File: config.mk
export PLATFORM = sky130hd
export DESIGN_NAME = mult_seq_16b_flat
export DESIGN_NICKNAME = d
export VERILOG_FILES = /design/src/rtl/mult_seq_16b_if.sv /design/src/rtl/mult_seq_16b.sv /design/src/flat_wrapper.sv
export SDC_FILE = /design/constraint.sdc
export NUM_CORES = 1
export LEC_CHECK = 0
export ABC_AREA = 0
export BUFFER_PORTS_ARGS = -buffer_cell sky130_fd_sc_hd__buf_2
export CORE_MARGIN = 5
export CORE_UTILIZATION = 49
export DETAILED_ROUTE_END_ITERATION = 8
export PLACE_DENSITY = 0.76
export REMOVE_ABC_BUFFERS = 1
export SETUP_SLACK_MARGIN = 0.15
export SYNTH_ARGS = -nofsm -noshare
export SYNTH_HDL_FRONTEND = slang
export SYNTH_SLANG_ARGS = --single-unit
File: constraint.sdc
create_clock -name clk -period 2.75 [get_ports clk]
set_clock_uncertainty 0.05 [all_clocks]
set_input_delay 0.275 -clock clk [delete_from_list [all_inputs] [get_ports clk]]
set_output_delay 0.275 -clock clk [all_outputs]
set_load 0.05 [all_outputs]
File: src/rtl/mult_seq_16b_if.sv
// mult_seq_16b_if: operand/result bundle for the sequential multiplier
interface mult_seq_16b_if #(parameter int N = 16);
  logic           start;
  logic [N-1:0]   A;
  logic [N-1:0]   B;
  logic [2*N-1:0] P;
  logic           busy;
  logic           done;
  modport master(output start, A, B, input P, busy, done);
  modport slave(input start, A, B, output P, busy, done);
endinterface

File: src/rtl/mult_seq_16b.sv
// mult_seq_16b: radix-2 shift-add unsigned multiplier, one product bit per cycle
module mult_seq_16b #(parameter int N = 16) (
  input logic           clk,
  input logic           rst,
  mult_seq_16b_if.slave bus
);
  localparam int CW = $clog2(N) + 1;
  typedef enum logic [1:0] {IDLE, RUN, DONE} state_t;
  state_t        state_q, state_d;
  logic [N-1:0]  m_q, m_d, acc_q, acc_d, q_q, q_d;
  logic [CW-1:0] cnt_q, cnt_d;
  logic [N:0]    sum;
  logic          load, run;
  always_ff @(posedge clk or posedge rst)
    if (rst) begin
      state_q <= IDLE;
      m_q     <= '0;
      acc_q   <= '0;
      q_q     <= '0;
      cnt_q   <= '0;
    end else begin
      state_q <= state_d;
      m_q     <= m_d;
      acc_q   <= acc_d;
      q_q     <= q_d;
      cnt_q   <= cnt_d;
    end
  always_comb begin
    state_d = state_q;
    state_d = (state_q == IDLE) ? (bus.start ? RUN : IDLE) :
              (state_q == RUN)  ? ((cnt_q == CW'(N - 1)) ? DONE : RUN) : IDLE;
  end
  // carry-out lands in ACC[N-1] by taking the top N bits of the N+1-bit sum
  always_comb begin
    load  = (state_q == IDLE) && bus.start;
    run   = (state_q == RUN);
    sum   = {1'b0, acc_q} + {1'b0, q_q[0] ? m_q : {N{1'b0}}};
    m_d   = load ? bus.A : m_q;
    acc_d = load ? '0 : run ? sum[N:1] : acc_q;
    q_d   = load ? bus.B : run ? {sum[0], q_q[N-1:1]} : q_q;
    cnt_d = load ? '0 : run ? cnt_q + CW'(1) : cnt_q;
  end
  always_comb begin
    bus.P    = {acc_q, q_q};
    bus.busy = (state_q != IDLE);
    bus.done = (state_q == DONE);
  end
endmodule

File: src/flat_wrapper.sv
// flat-port wrapper written by rule: the top's interface ports become plain ports
module mult_seq_16b_flat 
#(parameter int N = 16)
  (clk, rst, bus_start, bus_A, bus_B, bus_P, bus_busy, bus_done);
  mult_seq_16b_if #(.N(N)) bus_i ();
  input logic clk;
  input logic rst;
  input wire logic [$bits(bus_i.start)-1:0] bus_start;
  input wire logic [$bits(bus_i.A)-1:0] bus_A;
  input wire logic [$bits(bus_i.B)-1:0] bus_B;
  output wire logic [$bits(bus_i.P)-1:0] bus_P;
  output wire logic [$bits(bus_i.busy)-1:0] bus_busy;
  output wire logic [$bits(bus_i.done)-1:0] bus_done;
  assign bus_i.start = bus_start;
  assign bus_i.A = bus_A;
  assign bus_i.B = bus_B;
  assign bus_P = bus_i.P;
  assign bus_busy = bus_i.busy;
  assign bus_done = bus_i.done;
  mult_seq_16b #(.N(N)) u_core (.clk(clk), .rst(rst), .bus(bus_i));
endmodule
# Yosys cells after proc, flatten, opt, wreduce, memory -nomap -nowiden
# Index checks and enable logic that the tools add are counted.
[classes]
addsub = 2
eq_ne = 3
mux = 11
reduce_logical = 4
[op_table]
columns = ["cell", "count"]
rows = [
  ["$mux W16", 5],
  ["$add A16 B16 Y17", 1],
  ["$mux W5", 2],
  ["$mux W2", 3],
  ["$add A5 B1 Y5 const B", 1],
  ["$eq A5 B4 Y1 const B", 1],
  ["$reduce_bool A2 Y1", 2],
  ["$eq A2 B1 Y1 const B", 1],
  ["$eq A2 B2 Y1 const B", 1],
  ["$logic_not A2 Y1", 1],
  ["$logic_and A1 B1 Y1", 1],
  ["$mux W1", 1],
]
[word_totals]
register_bits = 55
inputBits = 35
output_inout_bits = 34
wordCells = 25

# Logic depth before layout (Yosys ltp)
# Gate-level depths: netlist (run 1).
[logic_depth]
depth_word = 4
mapped_depth = 11

# Least setup slack after synthesis (run 1)
# No wires, ideal clock.
[synth_timing]
path_type = "register -> register"
start = "register u_core.q_q[0]"
end = "register u_core.acc_q[11]"
setup_time_ps = 70
t_arrival_ps = 2927
required_ps = 2630
path_slack_ps = -297
path_stages_with_launch = 12
path_buffers = 1
synth_period_minus_slack_ps = 3047
path_cell_list = "dfrtp_1 > clkbuf_1 > and2_1 > ha_1 > inv_1 > fa_1 > and2b_1 > o2111ai_1 > a21boi_2 > a221oi_2 > or4b_1 > nand3_1"
[synth_via]
elab_chain_len = 4
[synth_rtl]
columns = ["element", "line", "rtl"]
rows = [
  ["from (decl)", "mult_seq_16b.sv:10", "logic [N-1:0] m_q, m_d, acc_q, acc_d, q_q, q_d;"],
  ["from (signal assigned)", "mult_seq_16b.sv:25", "q_q <= q_d;"],
  ["$mux W16", "mult_seq_16b.sv:37", "sum = {1'b0, acc_q} + {1'b0, q_q[0] ? m_q : {N{1'b0}}};"],
  ["$add A16 B16 Y17", "mult_seq_16b.sv:37", ""],
  ["$mux W16 (2 in series)", "mult_seq_16b.sv:39", "acc_d = load ? '0 : run ? sum[N:1] : acc_q;"],
  ["to (signal assigned)", "mult_seq_16b.sv:18", "acc_q <= '0;"],
  ["to (signal assigned)", "mult_seq_16b.sv:24", "acc_q <= acc_d;"],
  ["to (decl)", "mult_seq_16b.sv:10", ""],
]
# Every way passes these cells. The select of a mux whose other input is x is not followed.
# A chain may end at the register's enable or synchronous reset.

# Worst setup path after layout (run 1)
# Same ends and word-level chain as after synthesis.

==> results of run 1 <==
area by class of cell:
class / instances / area, sq um
inverter: 7 / 26.3
sequential: 55 / 1380
multi-input combinational: 266 / 1630
clock buffer: 6 / 82.6
timing repair buffer: 75 / 397
tap: 75 / 93.8
clock inverter: 2 / 16.3
fill: 542 / 2370
sequential cells by signal, summed over array words and instances (netlist names):
register	count
u_core.acc_q	16
u_core.cnt_q	5
u_core.m_q	16
u_core.q_q	16
u_core.state_q	2
per-layer routing:
metal  global-route usage  wire, um  up-vias
met3               0.0488       418        6
met4               0.0460        41        0
met2                0.328      3500       65
met1                0.223      3110     1248
met5                    0         0        -
li1                     -         -     1318
cell families after synthesis:
kind of cell	share of synthesized area
multiplexers	0.00326
flip-flops	0.448
AND/OR/NAND/NOR	0.244
adder cells (fa/ha/maj)	0.0798
AO/OA/AOI/OAI	0.154
buffers and inverters	0.0395
XOR/XNOR	0.0314
worst paths after layout:
kind | slack, ns | cells past startpoint | end | startpoint
setup / recovery | 0.20 | 10 | u_core.acc_q[11]$_DFFE_PP0P_ | u_core.q_q[0]$_DFFE_PP0P_
hold reg to reg | 0.43 | 2 | u_core.m_q[11]$_DFFE_PP0P_ | u_core.m_q[11]$_DFFE_PP0P_
max in group asynchronous | 2.09 | 3 | u_core.acc_q[12]$_DFFE_PP0P_ | rst
min in group clk | 0.10 | 3 | u_core.m_q[3]$_DFFE_PP0P_ | bus_A[3]
setup reg to reg | 0.20 | 10 | u_core.acc_q[11]$_DFFE_PP0P_ | u_core.q_q[0]$_DFFE_PP0P_
hold / removal | 0.09 | 3 | u_core.q_q[8]$_DFFE_PP0P_ | rst
critical path, delay by kind of cell (launching register included):
kind / cells / cell delay [ns]
simple gates: 4 / 0.95
fa+ha+maj: 2 / 0.53
compound gates: 3 / 0.51
flops: 1 / 0.37
buf+inv: 1 / 0.06
what timing repair did:
| item | CTS | global route |
|---|---|---|
| buffers inserted | 0 | 2 |
| setup endpoints to repair | 2 | 7 |
| resized for setup | 1 | 12 |
| pin swaps | 0 | 3 |
per-stage QoR:
| step | hold WS (ns) | setup WS (ns) |
|---|---|---|
| floorplan | 0.330 | -0.194 |
| global placement | 0.403 | 0.258 |
| detailed placement | 0.411 | 0.120 |
| CTS | 0.0900 | 0.157 |
| global route | 0.0962 | 0.0803 |
| finish | 0.0872 | 0.204 |
cell usage in the layout, fill, tap and decap left out, types with 2 or more instances in the layout:
cell type / netlist / routed
nor2_1: 10 / 10
nor3b_1: 3 / 2
a21o_1: 4 / 4
dfrtp_1: 55 / 55
o31ai_1: 3 / 3
a211oi_2: 0 / 2
nand3_1: 16 / 16
buf_4: 0 / 6
o211ai_1: 2 / 2
clkbuf_8: 2 / 6
and2_1: 17 / 17
inv_1: 7 / 6
buf_2: 0 / 68
and3_1: 2 / 2
nand4_1: 3 / 3
nor3_1: 2 / 2
nor2b_1: 3 / 3
xnor2_1: 5 / 5
ha_1: 18 / 16
o21ai_0: 23 / 23
a21oi_1: 13 / 12
nand2_1: 96 / 96
ha_2: 0 / 2
a211oi_1: 4 / 2
xor2_1: 6 / 6
a22oi_1: 16 / 16
==> results.md, run 1 <==
* Run status: finished, final reports clean
* Post-synth ARST share at 1.00
* Final Cycle Share at 0.926
* Fin cells at 486
* Final min period at 2.55 ns
* Vias in the first global route at 2657
* CP startpoint kind: register
* Largest net degree at the start of global routing at 56
* Synth top area cells: dfrtp_1 (45%), nand2_1 (12%), ha_1 (7.3%), a22oi_1 (3.9%), o21ai_0 (3.7%)
* Crit Path Class: register to register
* Slew @ Worst Pin at 0.994 ns
* Root Driver: clkbuf_8
* Grt total ovfl at 0
* Floorplan row count at 28
* Post-synthesis register bit count at 55
* Required @ worst endpoint at 2.95 ns
* Placed Cells at roughly 480
* Fmax at 393 MHz
* DRT iter0 DRCs at about 130
* Die height at a little under 90 um
* Hold-fix buffers, CTS at 0
* Antenna fix cells at 0
* CTS tree: yes
* Max Fanout on Critical Path at 4
* CTS sink count at 55
* Final Util at 0.605
* Synth area leader: dfrtp_1
* Unrepaired setup endpoints after global routing: true
* DR WL/cell at 14.6 um
* Max-cap violations at 0
* CP peak stage delay at 0.51 ns
* Clock Latency Late Sink at about 0.31 ns
* Fin area at roughly 3600 sq um
* Post-Synthesis Cells at 346
* Initial antenna violation count at 0
* Critical path endpoint category: register
* Port-buffer cells at 68
* Drt pass-1 iters at 4
* Slew HR at 0.336
* Setup-failing EPs final at 0
* Post-synth top cells: nand2_1 (96), dfrtp_1 (55), o21ai_0 (23)
* Hold Path Class: input port to asynchronous set/reset pin
* Via density at 5.43
* Core Region at 5990 sq um
* Die ar. at about 8000 sq um
* Syn-to-layout area delta at 18.0%
* DRC Markers at 0
* H-tree levels at 2
* Slowest cell on the critical path: or4b_1
* Post-synth EDFFs at 0
* Gpl congestion at 0.825
* Reg clk slew, reported paths at 0.10 ns
* Initial Util at 0.513
* TritonCTS buffer count at 5
* Global-route wire length before repair at 11.7 mm
* CP Cell Sequence: and2_1 > ha_2 > inv_1 > fa_2 > and2b_1 > o2111ai_2 > a21boi_2 > a221oi_2 > or4b_1 > nand3_1
* Bufs on Longest Clock Path at 2
* Total GRT Usage at 0.185
* Post-synthesis sequential area ratio at 0.448
* Post-synthesis cell type count at 44
* Max-slew violations at 0
* Synthesized area at 3070 sq um
* Share of cells above drive strength 1 at 0.241
* DP Wirelength at 4.91 mm
* Ports at between 60 and 70
* Mapped Avg Cell Area at between 8 and 9 sq um
* Warnings from Yosys at 0
* Fin Setup TNS at 0 ns
* Vias at roughly 2600
* Cell with the most instances after synthesis: nand2_1
* Most used DFF post-synth: dfrtp_1
* Final nets at 464
* Post-route ant nets at 0
* Post-synth top area share at 0.448
* Worst Path Arrival at 2.74 ns
* Final Hold Viols at 0
* Drt total wl at 7.08 mm
* Post-placement cell area at between 3000 and 4000 sq um
* Die width at 89.2 um
Power of run 1 is not shown: default switching activity piles up to over one toggle a cycle in this logic, so the estimate is an artifact.
==> inputs of run 2 (changes only) <==
==> constraint.sdc (replaced) <==
create_clock -name clk -period 2.75 [get_ports clk]
set_clock_uncertainty 0.05 [all_clocks]
set_input_delay 0.1375 -clock clk [delete_from_list [all_inputs] [get_ports clk]]
set_output_delay 0.1375 -clock clk [all_outputs]
set_load 0.05 [all_outputs]
==> results.md, run 2 (synthesized netlist as in run 1, its figures left out) <==
* Buf/Inv on CP at 1 (unchanged)
* Reg clk slew, reported paths at 0.10 ns (about the same)
* CTS sink count at 55 (unchanged)
* Die ar. at 7950 sq um (unchanged)
* Slew HR at 0.316 (-0.0196)
* Required @ worst endpoint at 2.95 ns (about the same)
* Drt total wl at 7.47 mm (+5.5%)
* Antenna fix cells at 0 (unchanged)
* Root Driver: clkbuf_8
* Fin cells at 522 (+7.4%)
* Share of cells above drive strength 1 at 0.228 (-0.0127)
* Global-route wire length before repair at 12.4 mm (+6.4%)
* Place WS at 0.135 ns (+0.0155 ns)
* DRT iter0 DRCs at 90 (-28%)
* Grt total ovfl at 0 (unchanged)
* FILL cells at 502 (-7.4%)
* Slowest cell on the critical path: or4b_1
* Crit Path Class: register to register
* Setup-failing EPs final at 0 (unchanged)
* PwrDens at approximately 1400 nW/um^2
* Fmax at 400 MHz (+1.9%)
* Clock Latency Late Sink at 0.31 ns (about the same)
* Largest net degree at the start of global routing at 36 (-36%)
* DR WL/cell at 14.3 um (-1.7%)
* Syn-to-layout area delta at 29.5%
* Slew @ Worst Pin at 1.02 ns (+0.0293 ns)
* CP peak stage delay at 0.53 ns (+0.02 ns)
* CP Cell Sequence: and2_4 > ha_4 > inv_2 > fa_2 > and2b_1 > o2111ai_2 > a21boi_2 > a221oi_2 > or4b_1 > nand3_1
* Core Region at 5990 sq um (unchanged)
* Post-placement cell area at 3450 sq um (unchanged)
* Fin area at 3980 sq um (+9.8%)
* H-tree levels at 2 (unchanged)
* Commonest non-fill, non-tap cells in the layout: nand2_1 (96), buf_2 (68), dfrtp_1 (55)
* Vias at 2770 (+5.0%)
* Max Fanout on Critical Path at 3 (-1)
* Die height at 89.2 um (unchanged)
* Port-buffer cells at 68 (unchanged)
* Initial Util at 0.513 (unchanged)
* Final Util at 0.664 (+0.0591)
* Max-slew violations at 0 (unchanged)
* Critical path endpoint category: register
* Maximum vdd ir drop at 0.761 mV
* Worst Path Arrival at 2.70 ns (-0.04 ns)
* Final nets at 500 (+7.8%)
* CTS tree: yes
* Bufs on Longest Clock Path at 2 (unchanged)
* Gpl congestion at 0.824 (-0.13%)
* Final min period at 2.50 ns (-0.0469 ns)
* Initial antenna violation count at 0 (unchanged)
* Leading cell type in the layout, fill and taps excluded: nand2_1
* Post-route ant nets at 0 (unchanged)
* Hold Path Class: input port to register
* Top flop regs: u_core.acc_q: 16 flops, u_core.m_q: 16 flops, u_core.q_q: 16 flops
* Floorplan row count at 28 (unchanged)
* Via density at 5.31 (-2.2%)
* Max-cap violations at 0 (unchanged)
* CP top delay family: simple AND/OR/NAND/NOR gates
* Total GRT Usage at 0.196 (+0.0106)
* Final setup margin at 0.251 ns (+0.0469 ns)
* Drt pass-1 iters at 4 (unchanged)
* Vias in the first global route at 2769 (+4.2%)
* Die width at 89.2 um (unchanged)
* Placed Cells at 476 (unchanged)
* TritonCTS buffer count at 5 (unchanged)
* Ports at 69 (unchanged)
* Final Cycle Share at 0.909 (-0.0170)
* DRC Markers at 0 (unchanged)
* Final Hold Viols at 0 (unchanged)
* DP Wirelength at 4.88 mm (-0.68%)
* Run status: finished, final reports clean
* Unrepaired setup endpoints after global routing: false
* CP startpoint kind: register
* Pleak at 0.00199 uW
-- run 2: report_power, final --
part           internal (uW)  total [uW]  leakage, uW  switching (uW)
logic                   1160        3430      0.00125            2270
registers               1230        1510     0.000675             283
clock network            300         574    0.0000618             274
total                   2690        5520      0.00199            2830
-- run 2: final timing paths --
check                                                to  depth (start not counted)  slack, ns                       start
min reg2reg                  u_core.m_q[13]$_DFFE_PP0P_                          2       0.43  u_core.m_q[13]$_DFFE_PP0P_
min in group asynchronous     u_core.q_q[9]$_DFFE_PP0P_                          3       0.34                         rst
max                        u_core.acc_q[11]$_DFFE_PP0P_                         10       0.25   u_core.q_q[0]$_DFFE_PP0P_
min                           u_core.q_q[9]$_DFFE_PP0P_                          3       0.03                    bus_B[9]
max in group asynchronous   u_core.acc_q[6]$_DFFE_PP0P_                          4       1.49                         rst
max reg2reg                u_core.acc_q[11]$_DFFE_PP0P_                         10       0.25   u_core.q_q[0]$_DFFE_PP0P_
-- run 2: per-layer routing --
metal | wire length (um) | track usage | vias to the layer above
met5 | 0 | 0 | -
met4 | 113 | 0.0568 | 0
met3 | 445 | 0.0479 | 11
met2 | 3590 | 0.340 | 67
met1 | 3320 | 0.241 | 1303
li1 | - | - | 1389
-- run 2: worst reg2reg max path, stage by stage (launching register included) --
cell,delay (ns)
dfrtp_1,0.38
and2_4,0.16
ha_4,0.13
inv_2,0.04
fa_2,0.34
and2b_1,0.23
o2111ai_2,0.14
a21boi_2,0.25
a221oi_2,0.10
or4b_1,0.54
nand3_1,0.08
-- run 2: repair_timing --
| item | 4_1_cts | 5_1_grt |
|---|---|---|
| gates resized for setup | 0 | 11 |
| pin swaps | 1 | 2 |
| endpoints found under the hold margin | 52 | 0 |
| hold buffers | 32 | 0 |
| endpoints found under the setup margin | 1 | 6 |
| setup buffers | 1 | 5 |
-- run 2: final cells by class --
class / count / area [sq um] / area share
Multi-Input combinational cell: 266 / 1610 / 0.405
Sequential cell: 55 / 1380 / 0.346
Inverter: 7 / 26.3 / 0.00661
Tap cell: 75 / 93.8 / 0.0236
Clock buffer: 6 / 82.6 / 0.0208
Clock inverter: 2 / 38.8 / 0.00975
Timing Repair Buffer: 111 / 747 / 0.188
-- run 2: metrics by stage --
stage | hold slack, ns | setup TNS [ns] | total power (uW)
detailed placement | 0.138 | 0 | 4810
global route | 0.0122 | 0 | 5960
finish | 0.0342 | 0 | 5520
floorplan | 0.193 | -0.196 | 4000
global placement | 0.123 | 0 | 4720
CTS | 0.000942 | 0 | 5430
No activity file was read; power rests on OpenSTA's default activity.
